`config.mk`:
```
export PLATFORM = sky130hd
export DESIGN_NAME = vga_framebuffer_scanout
export DESIGN_NICKNAME = d
export VERILOG_FILES = /design/src/rtl/vga_pkg.sv /design/src/rtl/vga_timing_counter.sv /design/src/rtl/vga_framebuffer_scanout.sv
export SDC_FILE = /design/constraint.sdc
export NUM_CORES = 1
export LEC_CHECK = 0
export CAP_MARGIN = 20
export CORE_MARGIN = 5
export CORE_UTILIZATION = 48
export DETAILED_ROUTE_END_ITERATION = 8
export HOLD_SLACK_MARGIN = 0.08
export MAX_ROUTING_LAYER = met4
export PLACE_DENSITY = 0.88
export SKIP_CTS_REPAIR_TIMING = 1
export SYNTH_ARGS = -nofsm -noshare
export SYNTH_HDL_FRONTEND = slang
export SYNTH_SLANG_ARGS = --single-unit
```
`constraint.sdc`:
```
create_clock -name clock -period 2.5 [get_ports clock]
set_clock_uncertainty 0.05 [all_clocks]
set_input_delay 0.5 -clock clock [delete_from_list [all_inputs] [get_ports clock]]
set_output_delay 0.5 -clock clock [all_outputs]
set_load 0.05 [all_outputs]
```
`src/rtl/vga_pkg.sv`:
```
// rtl/vga_pkg.sv - shared timing defaults, width helpers and colour expansion for VGA scan-out
package vga_pkg;

    localparam int DEF_H_VISIBLE = 640;
    localparam int DEF_H_FRONT   = 16;
    localparam int DEF_H_SYNC    = 96;
    localparam int DEF_H_BACK    = 48;
    localparam int DEF_V_VISIBLE = 480;
    localparam int DEF_V_FRONT   = 10;
    localparam int DEF_V_SYNC    = 2;
    localparam int DEF_V_BACK    = 33;

    typedef struct packed {
        logic visible;
        logic in_win;
        logic hsync;
        logic vsync;
        logic frame;
    } vga_flags_t;

    function automatic int total4(input int a, input int b, input int c, input int d);
        return a + b + c + d;
    endfunction

    // Wide enough to hold the total itself, so sync-end compares never overflow.
    function automatic int cnt_w(input int total);
        return $clog2(total + 1);
    endfunction

    // c_left holds the channel MSB-aligned; OR-ing in a shifted copy replicates its MSBs.
    function automatic logic [7:0] expand_ch(input logic [7:0] c_left, input int ch_w);
        return c_left | (c_left >> ch_w);
    endfunction

endpackage

```
`src/rtl/vga_timing_counter.sv`:
```
// rtl/vga_timing_counter.sv - h/v raster counters with raw visible/sync/frame flags
module vga_timing_counter
    import vga_pkg::*;
#(
    parameter int H_VISIBLE = DEF_H_VISIBLE,
    parameter int H_FRONT   = DEF_H_FRONT,
    parameter int H_SYNC    = DEF_H_SYNC,
    parameter int H_BACK    = DEF_H_BACK,
    parameter int V_VISIBLE = DEF_V_VISIBLE,
    parameter int V_FRONT   = DEF_V_FRONT,
    parameter int V_SYNC    = DEF_V_SYNC,
    parameter int V_BACK    = DEF_V_BACK,
    localparam int H_TOTAL  = total4(H_VISIBLE, H_FRONT, H_SYNC, H_BACK),
    localparam int V_TOTAL  = total4(V_VISIBLE, V_FRONT, V_SYNC, V_BACK),
    localparam int HW       = cnt_w(H_TOTAL),
    localparam int VW       = cnt_w(V_TOTAL)
) (
    input  logic          clock,
    input  logic          reset,
    output logic [HW-1:0] h,
    output logic [VW-1:0] v,
    output logic          visible,
    output logic          hsync_act,
    output logic          vsync_act,
    output logic          frame
);

    localparam logic [HW-1:0] H_LAST   = HW'(H_TOTAL - 1);
    localparam logic [VW-1:0] V_LAST   = VW'(V_TOTAL - 1);
    localparam logic [HW-1:0] H_VIS_C  = HW'(H_VISIBLE);
    localparam logic [VW-1:0] V_VIS_C  = VW'(V_VISIBLE);
    localparam logic [HW-1:0] HS_START = HW'(H_VISIBLE + H_FRONT);
    localparam logic [HW-1:0] HS_END   = HW'(H_VISIBLE + H_FRONT + H_SYNC);
    localparam logic [VW-1:0] VS_START = VW'(V_VISIBLE + V_FRONT);
    localparam logic [VW-1:0] VS_END   = VW'(V_VISIBLE + V_FRONT + V_SYNC);

    logic [HW-1:0] h_q, h_d;
    logic [VW-1:0] v_q, v_d;

    always_comb begin
        h_d = h_q + 1'b1;
        v_d = v_q;
        if (h_q == H_LAST) begin
            h_d = '0;
            v_d = (v_q == V_LAST) ? '0 : v_q + 1'b1;
        end
    end

    always_ff @(posedge clock) begin
        if (reset) begin
            h_q <= '0;
            v_q <= '0;
        end else begin
            h_q <= h_d;
            v_q <= v_d;
        end
    end

    always_comb begin
        h         = h_q;
        v         = v_q;
        visible   = (h_q < H_VIS_C) && (v_q < V_VIS_C);
        hsync_act = (h_q >= HS_START) && (h_q < HS_END);
        vsync_act = (v_q >= VS_START) && (v_q < VS_END);
        frame     = (h_q == '0) && (v_q == '0);
    end

endmodule

```
`src/rtl/vga_framebuffer_scanout.sv`:
```
// rtl/vga_framebuffer_scanout.sv - framebuffer address stage, flag delay line and colour output mux
module vga_framebuffer_scanout
    import vga_pkg::*;
#(
    parameter int          H_VISIBLE   = DEF_H_VISIBLE,
    parameter int          H_FRONT     = DEF_H_FRONT,
    parameter int          H_SYNC      = DEF_H_SYNC,
    parameter int          H_BACK      = DEF_H_BACK,
    parameter int          V_VISIBLE   = DEF_V_VISIBLE,
    parameter int          V_FRONT     = DEF_V_FRONT,
    parameter int          V_SYNC      = DEF_V_SYNC,
    parameter int          V_BACK      = DEF_V_BACK,
    parameter logic        SYNC_ACTIVE = 1'b0,
    parameter int          FB_COL_BITS = 8,
    parameter int          FB_ROW_BITS = 8,
    parameter int          SCALE_LOG2  = 0,
    parameter bit          COL_MAJOR   = 1'b1,
    parameter int          CH_W        = 5,
    parameter int          RAM_LAT     = 1,
    parameter logic [23:0] BORDER_RGB  = 24'h000000
) (
    input  logic                               clock,
    input  logic                               reset,
    output logic [FB_COL_BITS+FB_ROW_BITS-1:0] ram_addr,
    output logic                               ram_rd_en,
    input  logic [3*CH_W-1:0]                  ram_q,
    output logic [7:0]                         red,
    output logic [7:0]                         green,
    output logic [7:0]                         blue,
    output logic                               hsync,
    output logic                               vsync,
    output logic                               blank_n,
    output logic                               frame_start
);

    localparam int HW = cnt_w(total4(H_VISIBLE, H_FRONT, H_SYNC, H_BACK));
    localparam int VW = cnt_w(total4(V_VISIBLE, V_FRONT, V_SYNC, V_BACK));
    localparam int AW = FB_COL_BITS + FB_ROW_BITS;

    logic [HW-1:0] h;
    logic [VW-1:0] v;
    logic          visible, hsync_act, vsync_act, frame;

    vga_timing_counter #(
        .H_VISIBLE(H_VISIBLE), .H_FRONT(H_FRONT), .H_SYNC(H_SYNC), .H_BACK(H_BACK),
        .V_VISIBLE(V_VISIBLE), .V_FRONT(V_FRONT), .V_SYNC(V_SYNC), .V_BACK(V_BACK)
    ) u_timing (
        .clock     (clock),
        .reset     (reset),
        .h         (h),
        .v         (v),
        .visible   (visible),
        .hsync_act (hsync_act),
        .vsync_act (vsync_act),
        .frame     (frame)
    );

    logic [31:0]   fb_col, fb_row;
    logic          in_win;
    logic [AW-1:0] ram_addr_d, ram_addr_q;
    logic          ram_rd_en_d, ram_rd_en_q;
    vga_flags_t    pipe_d [RAM_LAT+1];
    vga_flags_t    pipe_q [RAM_LAT+1];

    // Out-of-window test uses the bits above the framebuffer size, so any counter width works.
    always_comb begin
        fb_col      = 32'(h) >> SCALE_LOG2;
        fb_row      = 32'(v) >> SCALE_LOG2;
        in_win      = visible && ((fb_col >> FB_COL_BITS) == 32'd0)
                              && ((fb_row >> FB_ROW_BITS) == 32'd0);
        ram_addr_d  = COL_MAJOR ? {fb_col[FB_COL_BITS-1:0], fb_row[FB_ROW_BITS-1:0]}
                                : {fb_row[FB_ROW_BITS-1:0], fb_col[FB_COL_BITS-1:0]};
        ram_rd_en_d = in_win;
        pipe_d[0]   = '{visible: visible, in_win: in_win, hsync: hsync_act,
                        vsync: vsync_act, frame: frame};
        for (int i = 1; i <= RAM_LAT; i++) begin
            pipe_d[i] = pipe_q[i-1];
        end
    end

    // pipe_q[RAM_LAT] lines up with ram_q; the output registers add the last stage.
    vga_flags_t          fin;
    logic [CH_W+7:0]     r_ext, g_ext, b_ext;
    logic [23:0]         rgb_d, rgb_q;
    logic                hsync_d, hsync_q, vsync_d, vsync_q;
    logic                blank_n_d, blank_n_q, frame_start_d, frame_start_q;

    always_comb begin
        fin           = pipe_q[RAM_LAT];
        r_ext         = {ram_q[3*CH_W-1 -: CH_W], 8'h00};
        g_ext         = {ram_q[2*CH_W-1 -: CH_W], 8'h00};
        b_ext         = {ram_q[CH_W-1:0], 8'h00};
        rgb_d         = 24'h000000;
        if (fin.in_win) begin
            rgb_d = {expand_ch(r_ext[CH_W+7 -: 8], CH_W),
                     expand_ch(g_ext[CH_W+7 -: 8], CH_W),
                     expand_ch(b_ext[CH_W+7 -: 8], CH_W)};
        end else if (fin.visible) begin
            rgb_d = BORDER_RGB;
        end
        hsync_d       = fin.hsync ? SYNC_ACTIVE : ~SYNC_ACTIVE;
        vsync_d       = fin.vsync ? SYNC_ACTIVE : ~SYNC_ACTIVE;
        blank_n_d     = fin.visible;
        frame_start_d = fin.frame;
    end

    always_ff @(posedge clock) begin
        if (reset) begin
            ram_addr_q    <= '0;
            ram_rd_en_q   <= 1'b0;
            for (int i = 0; i <= RAM_LAT; i++) begin
                pipe_q[i] <= '0;
            end
            rgb_q         <= 24'h000000;
            hsync_q       <= ~SYNC_ACTIVE;
            vsync_q       <= ~SYNC_ACTIVE;
            blank_n_q     <= 1'b0;
            frame_start_q <= 1'b0;
        end else begin
            ram_addr_q    <= ram_addr_d;
            ram_rd_en_q   <= ram_rd_en_d;
            for (int i = 0; i <= RAM_LAT; i++) begin
                pipe_q[i] <= pipe_d[i];
            end
            rgb_q         <= rgb_d;
            hsync_q       <= hsync_d;
            vsync_q       <= vsync_d;
            blank_n_q     <= blank_n_d;
            frame_start_q <= frame_start_d;
        end
    end

    assign ram_addr    = ram_addr_q;
    assign ram_rd_en   = ram_rd_en_q;
    assign red         = rgb_q[23:16];
    assign green       = rgb_q[15:8];
    assign blue        = rgb_q[7:0];
    assign hsync       = hsync_q;
    assign vsync       = vsync_q;
    assign blank_n     = blank_n_q;
    assign frame_start = frame_start_q;

endmodule

```
### Word-level counts from Yosys, hierarchy flattened

Memories as Yosys holds them, arrays and structs flattened.
Index checks and enable logic that the tools add are counted.

| cells by class | value |
|---|---|
| $add $sub $neg | 2 |
| magnitude comparators | 6 |
| equality and inequality tests | 2 |
| muxes and demuxes | 8 |
| bitwise operators | 6 |
| reduce and logical (&&, ||, !) cells | 12 |

Operators with widths:

| cell | count |
|---|---|
| $logic_not A32 Y1 | 2 |
| $or A8 B3 Y8 | 3 |
| $add A10 B1 Y10 const B | 2 |
| $eq A10 B10 Y1 const B | 2 |
| $logic_not A10 Y1 | 2 |
| $lt A10 B10 Y1 const B | 2 |
| $lt A10 B9 Y1 const B | 2 |
| $ge A10 B10 Y1 const B | 1 |
| $ge A10 B9 Y1 const B | 1 |
| $mux W10 | 1 |
| $mux W5 | 2 |
| $logic_and A1 B1 Y1 | 6 |
| $mux W1 | 5 |
| $reduce_or A2 Y1 | 2 |
| $or A1 B1 Y1 | 2 |
| $not A1 Y1 | 1 |

| word-level totals | value |
|---|---|
| flip-flop bits (word level) | 65 |
| memory bits (writable) | 10 |
| bits of input ports | 17 |
| output and inout port bits | 45 |
| word-level logic and storage cells | 46 |
| memories | 1 |

Memories:

| memory | depth | width | read ports | clocked after Yosys merged registers in | write ports | RTL line | source |
|---|---|---|---|---|---|---|---|
| pipe_q | 2 | 5 | 2 | 0 | 2 | vga_framebuffer_scanout.sv:63 | `vga_flags_t pipe_q [RAM_LAT+1];` |

### Longest topological paths before layout

Gate-level depths: netlist (run 1).

| depth | value |
|---|---|
| depth after elaboration | 5 |
| gate-level depth with buffers | 7 |
| gate-level depth less buffers | 5 |

### Cells and area by module

Synthesis (run 1) repeated with hierarchy kept, for this count alone.

| unflattened totals | value |
|---|---|
| cells, all modules | 235 |
| area total of the unflattened synthesis | 2369.8 µm² |

Modules (own cells, without submodules):

| module | times used | cells each | area an instance (µm²) | seq. area each (µm²) |
|---|---|---|---|---|
| vga_framebuffer_scanout | 1 | 105 | 1290.0 | 900.9 |
| vga_timing_counter | 1 | 130 | 1079.8 | 400.4 |

### Least setup slack after synthesis (run 1)

OpenSTA, ideal clock, no wires.

| timing | value |
|---|---|
| path kind | register -> register |
| from | register u_timing.h_q[5], in the netlist u_timing.h[5] |
| to | register u_timing.v_q[3], in the netlist u_timing.v[3] |
| setup time | 0.074 ns |
| data arrival time | 1.890 ns |
| data required time | 2.376 ns |
| setup slack | 0.486 ns |
| cell stages (with the launch flop) | 8 |
| path buffers | 3 |
| period minus slack after synthesis | 2.014 ns |
| path through | dfxtp_1 -> buf_6 -> or3_4 -> buf_6 -> or3_4 -> buf_6 -> or3_1 -> a31oi_1 |

| on the way | value |
|---|---|
| word-level cells in the longest chain between the ends | 1 |

RTL lines:

| item | RTL line | source |
|---|---|---|
| from (decl) | vga_timing_counter.sv:37 | `logic [HW-1:0] h_q, h_d;` |
| from (signal assigned) | vga_timing_counter.sv:51 | `h_q <= '0;` |
| from (signal assigned) | vga_timing_counter.sv:54 | `h_q <= h_d;` |
| $eq A10 B10 Y1 | vga_timing_counter.sv:43 | `if (h_q == H_LAST) begin` |
| to (signal assigned) | vga_timing_counter.sv:55 | `v_q <= v_d;` |
| to (decl) | vga_timing_counter.sv:38 | `logic [VW-1:0] v_q, v_d;` |

Every way passes these cells.
A chain may end at the register's enable or synchronous reset.

==> results.json, run 1 <==
{
  "path_cells": "clkdlybuf4s50_1",
  "final_hold_viol_count": 0,
  "outcome": "completed",
  "via_per_inst": 4.921,
  "die_h_um": 80.17,
  "wl_per_cell_um": 13.15,
  "vias": 1747,
  "diodes": 0,
  "ys_warn_count": 0,
  "synth_common_cells": "dfxtp_1, nor2_1, nor2b_1",
  "rsz0062_at_grt": "false",
  "tightest_slew_ps": 627.9,
  "clk_latency_ps": 330,
  "sequentialPowerShare_pct": 49.2,
  "die-area_mm2": 0.006427,
  "die_width_um": 80.17,
  "finalSetupViolCount": 0,
  "syn_nets": 256,
  "finalSetupTns_ps": 0,
  "syn_area_mm2": 0.002364,
  "p_clk_share_pct": 43.6,
  "synth_ff_type": "dfxtp_1",
  "ir_worst_vdd_mv": 0.5166,
  "grt_pass1_vias": 1676,
  "synth_area_per_cell_um2": 10.06,
  "p_per_area_mw_per_mm2": 694.8,
  "synth-edff-count": 0,
  "grt_usage_pct": 16.25,
  "n_fill_cell": 389,
  "first_iter_violations": 63,
  "p_leak_uw": 0.001175,
  "grt_max_degree": 36,
  "final-max-slew-violation-count": 0,
  "first_pass_iters": 4,
  "synth_most_common_cell": "dfxtp_1",
  "final_nets": 306,
  "synth_seq_area_share_pct": 55.06,
  "hold_path_class": "register to register",
  "pin_count": 62,
  "cts_tree": "built",
  "start_util_pct": 49.71,
  "crit_fanout": 2,
  "fmax_ghz": 0.4878,
  "drc": 0,
  "crit_arrival_ps": 1500,
  "clkTransAtPathRegs_ps": 60,
  "maxSlewHeadroom_pct": 58.05,
  "core_mm2": 0.004755,
  "crit_type": "register to output pin",
  "clockRootBuffer": "clkbuf_8",
  "dp_hpwl_um": 3389,
  "post-route-period-util_pct": 82.01,
  "crit_buf_inv": 1,
  "start_kind": "register",
  "rows": 25,
  "crit_slowest_cell": "clkdlybuf4s50_1",
  "drt-total-wl_um": 4667,
  "utilization_pct": 66.03,
  "synth_area_leaders": "dfxtp_1, nor2b_1, and2_1",
  "antenna_found_initial": 0,
  "netlist.area_leader.share_pct": 55.06,
  "synth_cells": 235,
  "cell_internal_pwr_uw": 1728,
  "cts_htree_levels": 3,
  "grt-ovfl-total": 0,
  "end_kind": "output pin",
  "yosys.area.top_type": "dfxtp_1",
  "numCtsBuffers": 9,
  "gp_congestion": 0.8366,
  "crit_required_ps": 1950,
  "clk_path_buf_depth": 2,
  "critPathMaxStageDelay_ps": 840,
  "ant_nets": 0,
  "cap_violations": 0,
  "port_buffers": 61,
  "switchingPower_uw": 452.9,
  "ys_types": 36,
  "pwr-share-comb_pct": 7.3,
  "swShare_pct": 20.76,
  "layout-drive-gt1-share_pct": 7.986,
  "syn_to_final_growth_pct": 32.82,
  "period_needed_ps": 2050,
  "ys_async_sr_fraction_pct": 0,
  "critPathTopFamily": "buffers and inverters",
  "grt_pass1_wl_um": 7679,
  "synth_seq_cells": 65,
  "cts_num_sinks": 65
}
cell usage in the layout, fill, tap and decap left out, types with 3 or more instances in the layout:
cell / instances
a21oi_1: 5
and2_1: 15
clkbuf_8: 11
clkdlybuf4s50_1: 61
dfxtp_1: 65
ha_1: 4
inv_1: 8
nand2_1: 8
nand2b_1: 3
nand3_1: 12
nand4_1: 5
nor2_1: 23
nor2b_1: 20
nor3_1: 4
nor4_1: 5
xnor2_1: 7
xor2_1: 4
layer usage:
metal	GRT usage, %	up-vias	wire length (um)
li1	-	865	-
met1	17.88	785	1983
met2	26.41	86	2173
met3	5.605	11	401
met4	7.601	0	108
met5	-	-	0
power groups by stage:
stage | Sequential, uW | Combinational [uW] | Clock [uW]
6_report | 1070 | 158 | 950
3_5_place_dp | 1100 | 158 | 0
2_1_floorplan | 1130 | 60.2 | 0
3_3_place_gp | 1090 | 156 | 0
4_1_cts | 1070 | 160 | 978
5_1_grt | 1070 | 170 | 1040
state kept, by name, indices dropped and copies added, names as in the netlist:
signal	flops
blank_n	1
frame_start	1
hsync	1
pipe_q	10
ram_addr	16
rgb_q	15
u_timing.h	10
u_timing.v	10
vsync	1
final cells by class:
cell class	instances	area [um2]	area share [%]
Clock buffer	11	151.4	4.823
Clock inverter	3	65.06	2.073
Inverter	8	30.03	0.9566
Multi-Input combinational cell	139	889.6	28.34
Sequential cell	65	1301	41.45
Tap cell	67	83.83	2.670
Timing Repair Buffer	62	618.1	19.69
stage by stage:
stage                     total power, uW  hold slack, ps  cell area [um2]  setup WS (ps)  std cells
final                                2181           325.3             3139          449.8        355
after global routing                 2280           347.1             3139          270.4        355
after CTS                            2209           334.6             3139          427.5        355
after detailed placement             1254           315.0             2923          478.4        341
after global placement               1249           308.6             2923          580.1        341
after floorplan                      1193           305.9             2364          486.0        235
worst paths after layout:
path	from	endpoint	slack, ps	cells after the start
setup / recovery	pipe_q[0][3]$_SDFF_PP0_	ram_rd_en	450	1
hold / removal	pipe_q[0][6]$_SDFF_PP0_	vsync$_SDFF_PP1_	330	1
setup reg to reg	u_timing.h[0]$_SDFF_PP0_	u_timing.v[9]$_SDFFE_PP0N_	480	5
hold reg to reg	pipe_q[0][6]$_SDFF_PP0_	vsync$_SDFF_PP1_	330	1
kinds of logic after synthesis:
kind of cell | share of synthesized area, %
muxes | 0.8470
and+or+nand+nor | 27.69
xor gates and xnor gates | 4.076
buffers and inverters | 7.305
adders and majority gates | 2.118
DFF | 55.06
AOI/OAI and AO/OA | 2.912
Note: power is estimated with default switching activity, not from simulation.
==> run 2, diff against run 1 <==
--- a/config.mk
+++ b/config.mk
@@ -7,11 +7,11 @@
 export LEC_CHECK = 0
 export CAP_MARGIN = 20
 export CORE_MARGIN = 5
-export CORE_UTILIZATION = 48
+export CORE_UTILIZATION = 43
 export DETAILED_ROUTE_END_ITERATION = 8
 export HOLD_SLACK_MARGIN = 0.08
 export MAX_ROUTING_LAYER = met4
-export PLACE_DENSITY = 0.88
+export PLACE_DENSITY = 0.84
 export SKIP_CTS_REPAIR_TIMING = 1
 export SYNTH_ARGS = -nofsm -noshare
 export SYNTH_HDL_FRONTEND = slang
==> constraint.sdc (replaced) <==
create_clock -name clock -period 1.65 [get_ports clock]
set_clock_uncertainty 0.05 [all_clocks]
set_input_delay 0.33 -clock clock [delete_from_list [all_inputs] [get_ports clock]]
set_output_delay 0.33 -clock clock [all_outputs]
set_load 0.05 [all_outputs]
==> results.json, run 2 (synthesis gave the netlist of run 1 again) <==
{
  "first_iter_violations": 63,
  "cap_violations": 0,
  "period_needed_ps": 1688,
  "clk_latency_ps": 340,
  "grt_usage_pct": 15.48,
  "cts_num_sinks": 65,
  "final_nets": 330,
  "grt_pass1_vias": 1880,
  "port_buffers": 61,
  "dp_slack_ps": -140.4,
  "start_kind": "register",
  "finalSetupViolCount": 1,
  "crit_fanout": 5,
  "dp_hpwl_um": 3689,
  "vias": 1831,
  "layout-drive-gt1-share_pct": 32.17,
  "p_per_area_mw_per_mm2": 984.8,
  "crit_arrival_ps": 1910,
  "diodes": 0,
  "via_per_inst": 4.744,
  "first_pass_iters": 4,
  "finalSetupTns_ps": -38.37,
  "core_mm2": 0.005439,
  "wl_per_cell_um": 12.94,
  "layout_common_cells": "buf_4, dfxtp_1, nor2_1",
  "die-area_mm2": 0.007080,
  "grt_max_degree": 26,
  "rows": 27,
  "die_h_um": 84.14,
  "pin_count": 62,
  "drc": 0,
  "die_width_um": 84.14,
  "final_cells": 386,
  "cts_tree": "built",
  "clk_path_buf_depth": 2,
  "utilization_pct": 60.18,
  "end_kind": "register",
  "clkTransAtPathRegs_ps": 70,
  "gp_congestion": 0.8456,
  "power.total_uw": 3223,
  "layout_commonest_cell": "buf_4",
  "maxSlewHeadroom_pct": 55.07,
  "ant_nets": 0,
  "ir_worst_vdd_mv": 0.6564,
  "final-max-slew-violation-count": 0,
  "tightest_slew_ps": 672.5,
  "post-route-period-util_pct": 102.3,
  "drt-total-wl_um": 4994,
  "grt-ovfl-total": 0,
  "violations": "negative setup slack",
  "fin_ws_ps": -38.37,
  "p_leak_uw": 0.001389,
  "antenna_found_initial": 0,
  "largest_reg_flops": 16,
  "outcome": "finished, violations left",
  "clockRootBuffer": "clkbuf_8",
  "cts_htree_levels": 3,
  "fmax_ghz": 0.5923,
  "final_hold_viol_count": 0,
  "rsz0062_at_grt": "true",
  "numCtsBuffers": 9,
  "hold_path_class": "register to register",
  "syn_to_final_growth_pct": 38.49,
  "start_util_pct": 43.46,
  "grt_pass1_wl_um": 8459,
  "crit_required_ps": 1870,
  "dp.cells": 370,
  "crit_type": "register to register"
}
run 2: changes by cell type in the layout (fill, tap and decap cells not counted), moves of 3 or more:
cell             change
buf_4               +68
clkdlybuf4s50_1     -45
clkinvlp_4           +3
nor4_1               -3
nor4_2               +3
run 2: layout make-up:
cell class	count	area, um2
flip-flops and latches	65	1303
clock buffers	10	137.6
clock inverters	6	66.31
well taps	72	90.09
multi-input cells	139	948.4
repair buffers	86	698.2
fillers	452	2166
inverters	8	30.03
run 2: per-layer routing:
layer  global-route usage, %  part of all wire (%)
met5                       -                     0
met3                   7.164                   8.2
met4                   5.263                   2.0
met2                   26.11                    50
met1                   15.87                    40
run 2: worst max-delay path: stages (launching register included):
cell and delay [ps]:
dfxtp_2 320, or3_4 400, or3_4 420, or3_1 320, a31oi_1 120
run 2: where the power goes:
part           switching, uW  internal, uW  leakage (uW)
Combinational            150           118      0.000766
Sequential              18.1          1600      0.000528
Clock                    594           739     0.0000949
run 2: worst paths after layout:
kind                                          startpoint                          to  slack (ps)  depth (start not counted)
worst min register to register   pipe_q[0][6]$_SDFF_PP0_            vsync$_SDFF_PP1_         330                          1
worst max-delay path            u_timing.h[7]$_SDFF_PP0_  u_timing.v[3]$_SDFFE_PP0N_         -40                          4
worst min-delay path             pipe_q[0][6]$_SDFF_PP0_            vsync$_SDFF_PP1_         330                          1
worst max register to register  u_timing.h[7]$_SDFF_PP0_  u_timing.v[3]$_SDFFE_PP0N_         -40                          4
run 2: metrics by stage:
step / cell area (um2) / hold WS, ps
after floorplan: 2376 / 305.9
after global placement: 3020 / 308.6
after detailed placement: 3020 / 319.3
after CTS: 3224 / 332.1
after global routing: 3273 / 354.8
final: 3273 / 326.7
==> run 3, diff against run 2 <==
--- a/config.mk
+++ b/config.mk
@@ -8,6 +8,7 @@
 export CAP_MARGIN = 20
 export CORE_MARGIN = 5
 export CORE_UTILIZATION = 43
+export CTS_CLUSTER_SIZE = 14
 export DETAILED_ROUTE_END_ITERATION = 8
 export HOLD_SLACK_MARGIN = 0.08
 export MAX_ROUTING_LAYER = met4
==> results of run 3 <==
Same layout as run 2: the final DEF is identical, and so are final timing and power.
